[src/rtl/mux4_scan_ctrl.sv]
// mux4_scan_ctrl: sequencer that scans a 4-bit word through an external mux4_1 and serializes the result
// Ports:
//    clk            rising-edge clock
//    rst            asynchronous active-high reset
//    load_in        scan request, accepted only while ready_out=1
//    data_in        word to scan, latched on the accepting edge
//    ready_out      high only in IDLE
//    mux_data_out   registered copy of the accepted word (mux data input)
//    mux_sel_out    registered select (mux select input)
//    mux_y_in       mux output, combinational from mux_data_out/mux_sel_out
//    ser_valid_out  one-cycle strobe per sampled bit
//    ser_bit_out    sampled mux_y_in, valid with ser_valid_out
//    capt_out       rebuilt word, bit index = select at sample time
//    done_out       one-cycle pulse after the fourth sample
//    err_out        rebuilt word differs from loaded word, valid with done_out
// Parameters: DWELL cycles per select value (>=1), MSB_FIRST selects 3..0 order.
// Optional feature: define MUX4_SCAN_CHECK_EN to build the err_out comparator; otherwise err_out=0.
module mux4_scan_ctrl #(
   parameter int DWELL     = 1,
   parameter int MSB_FIRST = 0
) (
   input  logic       clk,
   input  logic       rst,
   input  logic       load_in,
   input  logic [3:0] data_in,
   output logic       ready_out,
   output logic [3:0] mux_data_out,
   output logic [1:0] mux_sel_out,
   input  logic       mux_y_in,
   output logic       ser_valid_out,
   output logic       ser_bit_out,
   output logic [3:0] capt_out,
   output logic       done_out,
   output logic       err_out
);
   localparam int CW = (DWELL > 1) ? $clog2(DWELL) : 1;
   localparam logic [1:0] SEL_FIRST = (MSB_FIRST != 0) ? 2'd3 : 2'd0;
   typedef enum logic [1:0] {IDLE, SCAN, DONE} state_t;
   state_t state, state_nxt;
   logic [CW-1:0] cnt;
   logic [1:0] step;
   logic accept, sample, last;
   logic [3:0] capt_nxt;
   assign accept = (state == IDLE) && load_in;
   assign sample = (state == SCAN) && (cnt == CW'(DWELL - 1));
   assign last = sample && (step == 2'd3);
   assign ready_out = (state == IDLE);
   assign done_out = (state == DONE);
   // captured word including the bit being sampled this cycle
   always_comb begin
      capt_nxt = capt_out;
      capt_nxt[mux_sel_out] = mux_y_in;
   end
   always_ff @(posedge clk or posedge rst)
      if (rst) state <= IDLE;
      else state <= state_nxt;
   always_comb begin
      state_nxt = state;
      case (state)
         IDLE: state_nxt = load_in ? SCAN : IDLE;
         SCAN: state_nxt = last ? DONE : SCAN;
         default: state_nxt = IDLE;
      endcase
   end
   always_ff @(posedge clk or posedge rst)
      if (rst) begin
         mux_data_out <= '0;
         mux_sel_out <= '0;
         ser_valid_out <= 1'b0;
         ser_bit_out <= 1'b0;
         capt_out <= '0;
         cnt <= '0;
         step <= '0;
      end else begin
         ser_valid_out <= sample;
         if (accept) begin
            mux_data_out <= data_in;
            mux_sel_out <= SEL_FIRST;
            capt_out <= '0;
            cnt <= '0;
            step <= '0;
         end else if (state == SCAN) begin
            cnt <= sample ? '0 : cnt + 1'b1;
            if (sample) begin
               capt_out <= capt_nxt;
               ser_bit_out <= mux_y_in;
               step <= step + 1'b1;
               // select stays on its final value after the last sample; no wrap
               if (step != 2'd3)
                  mux_sel_out <= (MSB_FIRST != 0) ? mux_sel_out - 1'b1 : mux_sel_out + 1'b1;
            end
         end
      end
`ifdef MUX4_SCAN_CHECK_EN
   always_ff @(posedge clk or posedge rst)
      if (rst) err_out <= 1'b0;
      else if (accept) err_out <= 1'b0;
      else if (last) err_out <= (capt_nxt != mux_data_out);
`else
   assign err_out = 1'b0;
`endif
endmodule

[config.mk]
export PLATFORM = sky130hd
export DESIGN_NAME = mux4_scan_ctrl
export DESIGN_NICKNAME = d
export VERILOG_FILES = /design/src/rtl/mux4_scan_ctrl.sv
export SDC_FILE = /design/constraint.sdc
export NUM_CORES = 1
export LEC_CHECK = 0
export BUFFER_PORTS_ARGS = -buffer_cell sky130_fd_sc_hd__clkbuf_2
export CAP_MARGIN = 5
export CORE_UTILIZATION = 53
export CTS_BUF_LIST = sky130_fd_sc_hd__clkbuf_16
export DETAILED_ROUTE_END_ITERATION = 10
export HOLD_SLACK_MARGIN = 0.02
export PLACE_DENSITY = 0.88
export RECOVER_POWER = 100
export SLEW_MARGIN = 0
export SYNTH_ARGS = -nofsm -noshare
export SYNTH_HDL_FRONTEND = slang
export SYNTH_SLANG_ARGS = --single-unit
[constraint.sdc]
create_clock -name clk -period 3.35 [get_ports clk]
set_input_delay 1.005 -clock clk [delete_from_list [all_inputs] [get_ports clk]]
set_output_delay 1.005 -clock clk [all_outputs]
set_load 0.01 [all_outputs]
==> flow_summary.toml, run 1 <==
[setup_path]
cp.arrival_ps = 2450
crit_fanout = 13
crit_type = "flip-flop to flip-flop"
crit_required_ps = 3480
timing.critical_path.to_type = "flip-flop"
crit_path_start_kind = "flip-flop"

[clocking]
post_cts_hold_buffer_count = 0
worst_setup_hold_path_clk_slew_ps = 50
cts_setup_buffers = 0
cts_resized = 0
clock_sinks = 17
cts_tree = "yes"
cts_buffer_depth = 2
cts-htree-levels = 1
clkLatencyLatePin_ps = 250
clock-root-buffer = "clkbuf_16"
numCtsBuffers = 3

[sta]
hold_slack_ps = 485
slew-limit-headroom_pct = -6.60
report.final.slew_viol_count = 14
final.period_utilization_pct = 69.0
finClkSkew_ps = 0.835
max_freq_mhz = 432
setup_repair_after_global_routing_missed_its_margin = "false"
tightest_slew_ps = 1600
fin_tns_setup_ps = 0
finalWorstPathRequiredPeriod_ps = 2310
hold_viol_final = 0
final-setup-viol-count = 0

[placed_design]
gp_congestion = 0.717
numPortBuffers = 21
hpwlAfterDp_um = 955

[power_and_ir_drop]
ir_worst_vdd_mv = 0.566
total_leakage_power_nw = 0.458
power.density_cell_area_nw_per_um2 = 1060
totalPowerFinal_w = 0.00102

[drt]
detail_route.iter0.violations = 3
vias_per_cell = 5.31
detailroute.via_count = 542
routed_wirelength_um = 1420
drcViolationCount = 0
drt.antenna.violating_nets = 0
drt_pre_antenna_iters = 2
detail_route.wl_per_cell_um = 13.9

[layout]
layout.filler_cells = 107
design.final.nets = 101
number_of_diodes_added_for_antenna_fixing = 0
layout_cell_share_with_drive_strength_beyond_1_pct = 14.9
areaGrowthSynthToFinish_pct = 16.2

[synth]
synth_cell_area_um2 = 826
syn-mean-instance-area_um2 = 12.9
synth-seq-area-share_pct = 51.5
yosysUniqueCellTypes = 25
postSynthRegisterBits = 17
yosysWarnings = 0
syn-instance-count = 64
synth.net_count = 77

[outcome]
status = "finished, violations left"
violations_in_the_final_reports = "capacitance limit, slew limit"

[floorplanning]
number_of_top_level_pins = 23
fp.coreArea_um2 = 1370
floorplan.die_area_um2 = 1720
floorplan_die_width_um = 41.5
initial_core_util_pct = 60.4
die_h_um = 41.5
number_of_placement_rows = 13

[grt]
antenna_found_initial = 0
wire_length_of_the_first_global_routing_pass_um = 2460
globalRoute.totalOverflow = 0
grt_usage_pct = 19.5
first_global_vias = 563
grt_max_degree = 18

[min_path]
holdCritPathClass = "flip-flop to flip-flop"

[job]
reported_max_cap_violation_count = 1
[layer usage]
layer	vias up	global-route usage (%)	wire [µm]
li1	261	-	-
met1	259	22.6	635
met2	17	32.8	693
met4	0	9.68	24
met3	5	5.22	62
met5	-	0	0
[layout make-up]
type	instances	area, µm²	area share [%]
flip-flops and latches	17	425	44.3
repair buffers	22	90.1	9.39
clock buffers	3	75.1	7.82
inverters	5	18.8	1.96
multi-input cells	39	328	34.2
well taps	15	18.8	1.96
clock inverters	1	3.75	0.391
[stage by stage]
stage,utilization [%],std cells,cell area (µm²),worst slack [ps]
6_report,70.2,102,960,1040
3_5_place_dp,68.1,98,931,1420
5_1_grt,70.2,102,960,910
2_1_floorplan,-,64,826,1530
3_3_place_gp,68.1,98,931,1440
4_1_cts,73.9,102,1010,1280
[sequential cells by signal (all words and copies together), names as in the netlist]
register,flops
state,2
mux_data_out,4
cnt,1
step,2
mux_sel_out,2
ser_valid_out,1
ser_bit_out,1
capt_out,4
[cell families after synthesis]
| group | count (synthesis) | synth area share (%) |
|---|---|---|
| AND/OR/NAND/NOR | 14 | 13.2 |
| AO/OA/AOI/OAI | 10 | 9.09 |
| flip-flops | 17 | 51.5 |
| XOR/XNOR | 2 | 2.12 |
| other | 1 | 0.454 |
| multiplexers | 7 | 10.6 |
| buffers and inverters | 8 | 5.45 |
| adder cells (fa/ha/maj) | 5 | 7.58 |
[critical path: stages, from the launching register on]
cell and delay [ps]:
dfrtp_1 450, nor3b_1 1290, a211oi_1 210, a31o_1 250
[worst paths after layout]
check / startpoint / endpoint / slack [ps] / cells after the start
max in group asynchronous: rst / mux_data_out[2] / 2130 / 2
max reg2reg: state[1] / capt_out[3] / 1040 / 3
max: state[1] / capt_out[3] / 1040 / 3
min reg2reg: ser_bit_out / ser_bit_out / 490 / 1
min: ser_bit_out / ser_bit_out / 490 / 1
min in group asynchronous: rst / mux_data_out[3] / 810 / 2
[report_power, final]
group          internal, W  switching, W
Combinational     0.000188      0.000223
Clock             0.000158     0.0000752
Sequential        0.000301     0.0000699
[Yosys cell counts]
cell type | count | area share [%]
a211oi_1 | 1 | 0.91
a21bo_1 | 1 | 1.2
a21bo_2 | 2 | 2.4
a21oi_1 | 3 | 1.8
a31o_1 | 1 | 1.1
a31oi_1 | 1 | 0.76
and2_1 | 2 | 1.5
and2b_1 | 1 | 0.91
buf_4 | 2 | 1.8
buf_6 | 1 | 1.4
conb_1 | 1 | 0.45
dfrtp_1 | 17 | 52
ha_1 | 5 | 7.6
inv_1 | 5 | 2.3
mux2_1 | 1 | 1.4
mux2_2 | 1 | 1.4
mux2_4 | 3 | 5.5
mux2i_1 | 2 | 2.4
nand3_1 | 3 | 1.8
nor2_1 | 5 | 2.3
nor3b_2 | 1 | 1.5
nor3b_4 | 1 | 2.3
nor4b_4 | 1 | 2.9
o21bai_1 | 1 | 0.91
xnor2_1 | 2 | 2.1
[cell usage in the layout (no fill, tap or decap)]
cell type / netlist / routed
mux2_1: 1 / 4
o21bai_1: 1 / 1
nand3_1: 3 / 3
dfrtp_1: 17 / 17
conb_1: 1 / 1
mux2_2: 1 / 1
clkbuf_16: 0 / 3
inv_1: 5 / 6
mux2i_1: 2 / 2
a31oi_1: 1 / 1
nor2_1: 5 / 5
xnor2_1: 2 / 2
a31o_1: 1 / 1
a21oi_1: 3 / 3
ha_1: 5 / 5
a211oi_1: 1 / 1
nor3b_1: 0 / 2
clkbuf_1: 0 / 16
nor4b_4: 1 / 1
clkbuf_2: 0 / 6
a21bo_2: 2 / 2
and2b_1: 1 / 1
and2_0: 0 / 2
a21bo_1: 1 / 1
(Power assumes the default switching activity.)
==> inputs of run 2 (changes only) <==
- CORE_UTILIZATION: 53 -> 49
- PLACE_DENSITY: 0.88 -> 0.83
- clock period: 3.35 -> 2.4 ns (I/O delays scaled with it)
==> flow_summary.toml, run 2 (synthesis gave the netlist of run 1 again) <==
[grt]
antenna_found_initial = 0
grt_max_degree = 18
globalRoute.totalOverflow = 0
grt_usage_pct = 16.5
first_global_vias = 507
wire_length_of_the_first_global_routing_pass_um = 2230

[power_and_ir_drop]
power.switching_w = 0.000483
seq_power_share_pct = 37.2
pwr-share-clk_pct = 22.7
totalPowerFinal_w = 0.00139
total_leakage_power_nw = 0.457
cellInternalPower_w = 0.000905
p_sw_share_pct = 34.8
comb_power_share_pct = 40.0
power.density_cell_area_nw_per_um2 = 1440
ir_worst_vdd_mv = 0.792

[clocking]
cts_tree = "yes"
cts_resized = 0
clock_sinks = 17
cts-htree-levels = 1
clock-root-buffer = "clkbuf_16"
worst_setup_hold_path_clk_slew_ps = 50
cts_setup_buffers = 0
post_cts_hold_buffer_count = 0
clkLatencyLatePin_ps = 240
cts_buffer_depth = 2
numCtsBuffers = 3

[placed_design]
gp_congestion = 0.733
hpwlAfterDp_um = 907
numPortBuffers = 21
placedCellCount = 99

[layout]
multiInputGateArea_um2 = 328
most-common-layout-cells = "17 x dfrtp_1, 16 x clkbuf_1, 6 x inv_1, 6 x clkbuf_2"
post_layout_nonfiller_instances = 103
number_of_diodes_added_for_antenna_fixing = 0
design.final.nets = 101
areaGrowthSynthToFinish_pct = 16.4
most_common_library_cell_in_the_layout_ignoring_fill_and_taps = "dfrtp_1"
layout.filler_cells = 150
layout_cell_share_with_drive_strength_beyond_1_pct = 16.1
layout_top_registers = "capt_out x4, mux_data_out x4"
seqCellArea_um2 = 425

[setup_path]
timing.critical_path.cells = "and2b_1 > clkbuf_1"
critical_path.startpoint = "state[0]"
crit_fanout = 7
timing.critical_path.to_type = "output pin"
crit_type = "flip-flop to output pin"
rr_endpoint = "mux_data_out[0]"
regToRegStartpoint = "state[1]"
reg2reg_depth = 3
cp.arrival_ps = 1030
flop_to_flop_setup_slack_ps = 750
crit_path_max_incr_delay_ps = 430
crit_path_start_kind = "flip-flop"
critical-path-slowest-cell = "dfrtp_1"
crit_required_ps = 1680

[drt]
routed_wirelength_um = 1300
drcViolationCount = 0
vias_per_cell = 5.07
drt.antenna.violating_nets = 0
drt_pre_antenna_iters = 2
detail_route.iter0.violations = 5
detail_route.wl_per_cell_um = 12.6
detailroute.via_count = 522

[min_path]
holdPathEnd = "ser_bit_out"
holdCritPathClass = "flip-flop to flip-flop"
worst_hold_path.num_cells = 1
holdCritStartpoint = "ser_bit_out"

[outcome]
status = "finished, final reports clean"

[floorplanning]
initial_core_util_pct = 53.6
fp.coreArea_um2 = 1540
number_of_top_level_pins = 23
floorplan_die_width_um = 43.1
floorplan.die_area_um2 = 1850
number_of_placement_rows = 14
die_h_um = 43.1

[sta]
finalWorstPathRequiredPeriod_ps = 1750
fin_tns_setup_ps = 0
setup_repair_after_global_routing_missed_its_margin = "false"
hold_viol_final = 0
tightest_slew_ps = 608
final-setup-viol-count = 0
finClkSkew_ps = 2.57
final.period_utilization_pct = 73.0
max_freq_mhz = 571
report.final.slew_viol_count = 0
slew-limit-headroom_pct = 59.4

[job]
reported_max_cap_violation_count = 0
==> run 2: cell counts in the layout (fill, tap and decap cells not counted) <==
Identical to the previous run, type by type.
==> run 2: area by class of cell <==
type / count / area share [%]
Tap cell: 16 / 2.08
Multi-Input combinational cell: 39 / 34.1
Sequential cell: 17 / 44.3
Clock inverter: 1 / 0.391
Timing Repair Buffer: 22 / 9.37
Clock buffer: 3 / 7.81
Inverter: 5 / 1.95
==> run 2: through the flow <==
stage	instance area, µm²	hold WS (ps)	setup slack, ps	util (%)
5_1_grt	961	519	545	62.3
6_report	961	483	647	62.3
2_1_floorplan	826	490	865	-
3_5_place_dp	932	475	746	60.5
4_1_cts	1010	490	627	65.6
3_3_place_gp	932	468	771	60.5
==> run 2: routing by layer <==
| layer | global-route usage, % | vias to the layer above | share of wire (%) |
|---|---|---|---|
| met3 | 5.11 | 4 | 5.1 |
| met2 | 26.1 | 17 | 47 |
| met1 | 20.8 | 244 | 46 |
| li1 | - | 257 | - |
| met5 | 0 | - | 0 |
| met4 | 7.27 | 0 | 1.9 |
==> run 2: worst max-delay path: cells and delay by family, from the launching register on <==
| kind | cells | cell delay (ps) |
|---|---|---|
| DFF | 1 | 430 |
| buffers and inverters | 1 | 140 |
| and+or+nand+nor | 1 | 210 |
==> run 2: how the worst max path moves through the flow <==
stage,slack [ps],depth (start not counted),to
final,650,2,done_out
after global routing,550,4,mux_data_out[0]
after CTS,630,2,done_out
after detailed placement,750,4,mux_data_out[0]
after global placement,770,4,mux_data_out[0]
after floorplan,870,3,mux_data_out[1]
==> run 2: power groups by stage <==
| stage | clock network (W) | registers (W) | logic (W) |
|---|---|---|---|
| after floorplan | 0 | 0.000560 | 0.000436 |
| after global placement | 0 | 0.000520 | 0.000614 |
| after detailed placement | 0 | 0.000526 | 0.000635 |
| after CTS | 0.000323 | 0.000526 | 0.000642 |
| after global routing | 0.000332 | 0.000535 | 0.000627 |
| final | 0.000316 | 0.000517 | 0.000556 |
==> inputs of run 3 (changes only) <==
- clock period: 2.4 -> 1.8 ns (I/O delays scaled with it)
==> flow_summary.toml, run 3 (synthesis gave the netlist of run 1 again) <==
[outcome]
status = "finished, final reports clean"

[drt]
detail_route.iter0.violations = 13
drt_pre_antenna_iters = 4
detailroute.via_count = 521
drt.antenna.violating_nets = 0
detail_route.wl_per_cell_um = 12.3
drcViolationCount = 0
vias_per_cell = 5.01
routed_wirelength_um = 1280

[layout]
post_layout_nonfiller_instances = 104
number_of_diodes_added_for_antenna_fixing = 0
areaGrowthSynthToFinish_pct = 19.5
most-common-layout-cells = "17 x dfrtp_1, 15 x clkbuf_1, 8 x clkbuf_2"
layout.filler_cells = 135
utilization_pct = 64.0
most_common_library_cell_in_the_layout_ignoring_fill_and_taps = "dfrtp_1"
layout_cell_share_with_drive_strength_beyond_1_pct = 21.6
layout_top_registers = "capt_out x4, mux_data_out x4"
design.final.nets = 102

[grt]
antenna_found_initial = 0
globalRoute.totalOverflow = 0
grt_usage_pct = 17.1
grt_max_degree = 18
wire_length_of_the_first_global_routing_pass_um = 2190
first_global_vias = 485

[setup_path]
crit_fanout = 6
cp.arrival_ps = 1050
crit_path_start_kind = "flip-flop"
reg2reg_depth = 4
crit_type = "flip-flop to output pin"
crit_required_ps = 1260
timing.critical_path.to_type = "output pin"
rr_endpoint = "capt_out[0]"
flop_to_flop_setup_slack_ps = 260
regToRegStartpoint = "state[1]"

[sta]
setup_repair_after_global_routing_missed_its_margin = "false"
final-setup-viol-count = 0
report.final.slew_viol_count = 0
fin_tns_setup_ps = 0
slew-limit-headroom_pct = 59.2
final.period_utilization_pct = 88.5
finalWorstPathRequiredPeriod_ps = 1590
setup_ws_ps = 206
hold_slack_ps = 339
max_freq_mhz = 627
hold_viol_final = 0
finClkSkew_ps = 0.856
tightest_slew_ps = 611

[placed_design]
hpwlAfterDp_um = 961
pre_cts_slack_ps = 327
numPortBuffers = 21
placedCellCount = 100
gp_congestion = 0.708

[clocking]
cts_resized = 0
post_cts_hold_buffer_count = 0
numCtsBuffers = 3
clock_sinks = 17
cts_setup_buffers = 0
clkLatencyLatePin_ps = 250
cts_buffer_depth = 2
clock-root-buffer = "clkbuf_16"
worst_setup_hold_path_clk_slew_ps = 50
cts-htree-levels = 1
cts_tree = "yes"

[floorplanning]
fp.coreArea_um2 = 1540
number_of_placement_rows = 14
number_of_top_level_pins = 23
floorplan_die_width_um = 43.1
die_h_um = 43.1
floorplan.die_area_um2 = 1850
initial_core_util_pct = 53.6

[power_and_ir_drop]
pwr-share-clk_pct = 22.7
total_leakage_power_nw = 0.477
comb_power_share_pct = 41.3
power.density_cell_area_nw_per_um2 = 1950
seq_power_share_pct = 36.0
p_sw_share_pct = 35.0
power.switching_w = 0.000674
ir_worst_vdd_mv = 1.07
cellInternalPower_w = 0.00125

[min_path]
holdCritPathClass = "primary input to async pin"

[job]
reported_max_cap_violation_count = 0
## run 3: cell count changes in the layout (fill, tap and decap cells not counted), sizes merged
cell    previous run  this run
clkbuf            25        26
inv                6         5
clkinv             0         1
## run 3: layout make-up
| cell class | instances | area [µm²] | share of cell area [%] |
|---|---|---|---|
| Tap cell | 16 | 20.0 | 2.03 |
| Timing Repair Buffer | 23 | 96.3 | 9.76 |
| Clock inverter | 1 | 5.00 | 0.507 |
| Multi-Input combinational cell | 39 | 347 | 35.1 |
| Inverter | 5 | 18.8 | 1.90 |
| Clock buffer | 3 | 75.1 | 7.60 |
| Sequential cell | 17 | 425 | 43.1 |
## run 3: metrics by stage
stage	area [µm²]	power, W
2_1_floorplan	826	0.00133
3_3_place_gp	940	0.00153
3_5_place_dp	940	0.00158
4_1_cts	1020	0.00203
5_1_grt	987	0.00208
6_report	987	0.00193
## run 3: how the worst max path moves through the flow
stage          startpoint              end  slack [ps]  depth (start not counted)
5_1_grt          state[1]         done_out         150                          2
6_report         state[1]         done_out         210                          2
3_5_place_dp      load_in  mux_data_out[0]         330                          4
2_1_floorplan     load_in  mux_data_out[1]         450                          3
3_3_place_gp      load_in  mux_data_out[0]         350                          4
4_1_cts          state[1]         done_out         190                          2
## run 3: power groups by stage
stage          clock network [W]  logic [W]  registers, W
2_1_floorplan                  0   0.000581      0.000746
3_3_place_gp                   0   0.000841      0.000693
3_5_place_dp                   0   0.000878      0.000702
4_1_cts                 0.000447   0.000876      0.000703
5_1_grt                 0.000468   0.000889      0.000724
6_report                0.000437   0.000795      0.000693
## run 3: worst max-delay path, stage by stage, from the launching register on
cell and delay (ps):
dfrtp_1 500, and2b_1 170, clkbuf_1 140
## run 3: routing by layer
layer | track usage [%] | part of all wire, % | vias to the layer above | wire length, µm
met2 | 27.3 | 45 | 19 | 574
met1 | 19.1 | 46 | 234 | 590
li1 | - | - | 264 | -
met3 | 7.66 | 6.1 | 4 | 78
met4 | 9.09 | 2.7 | 0 | 34
met5 | 0 | 0 | - | 0
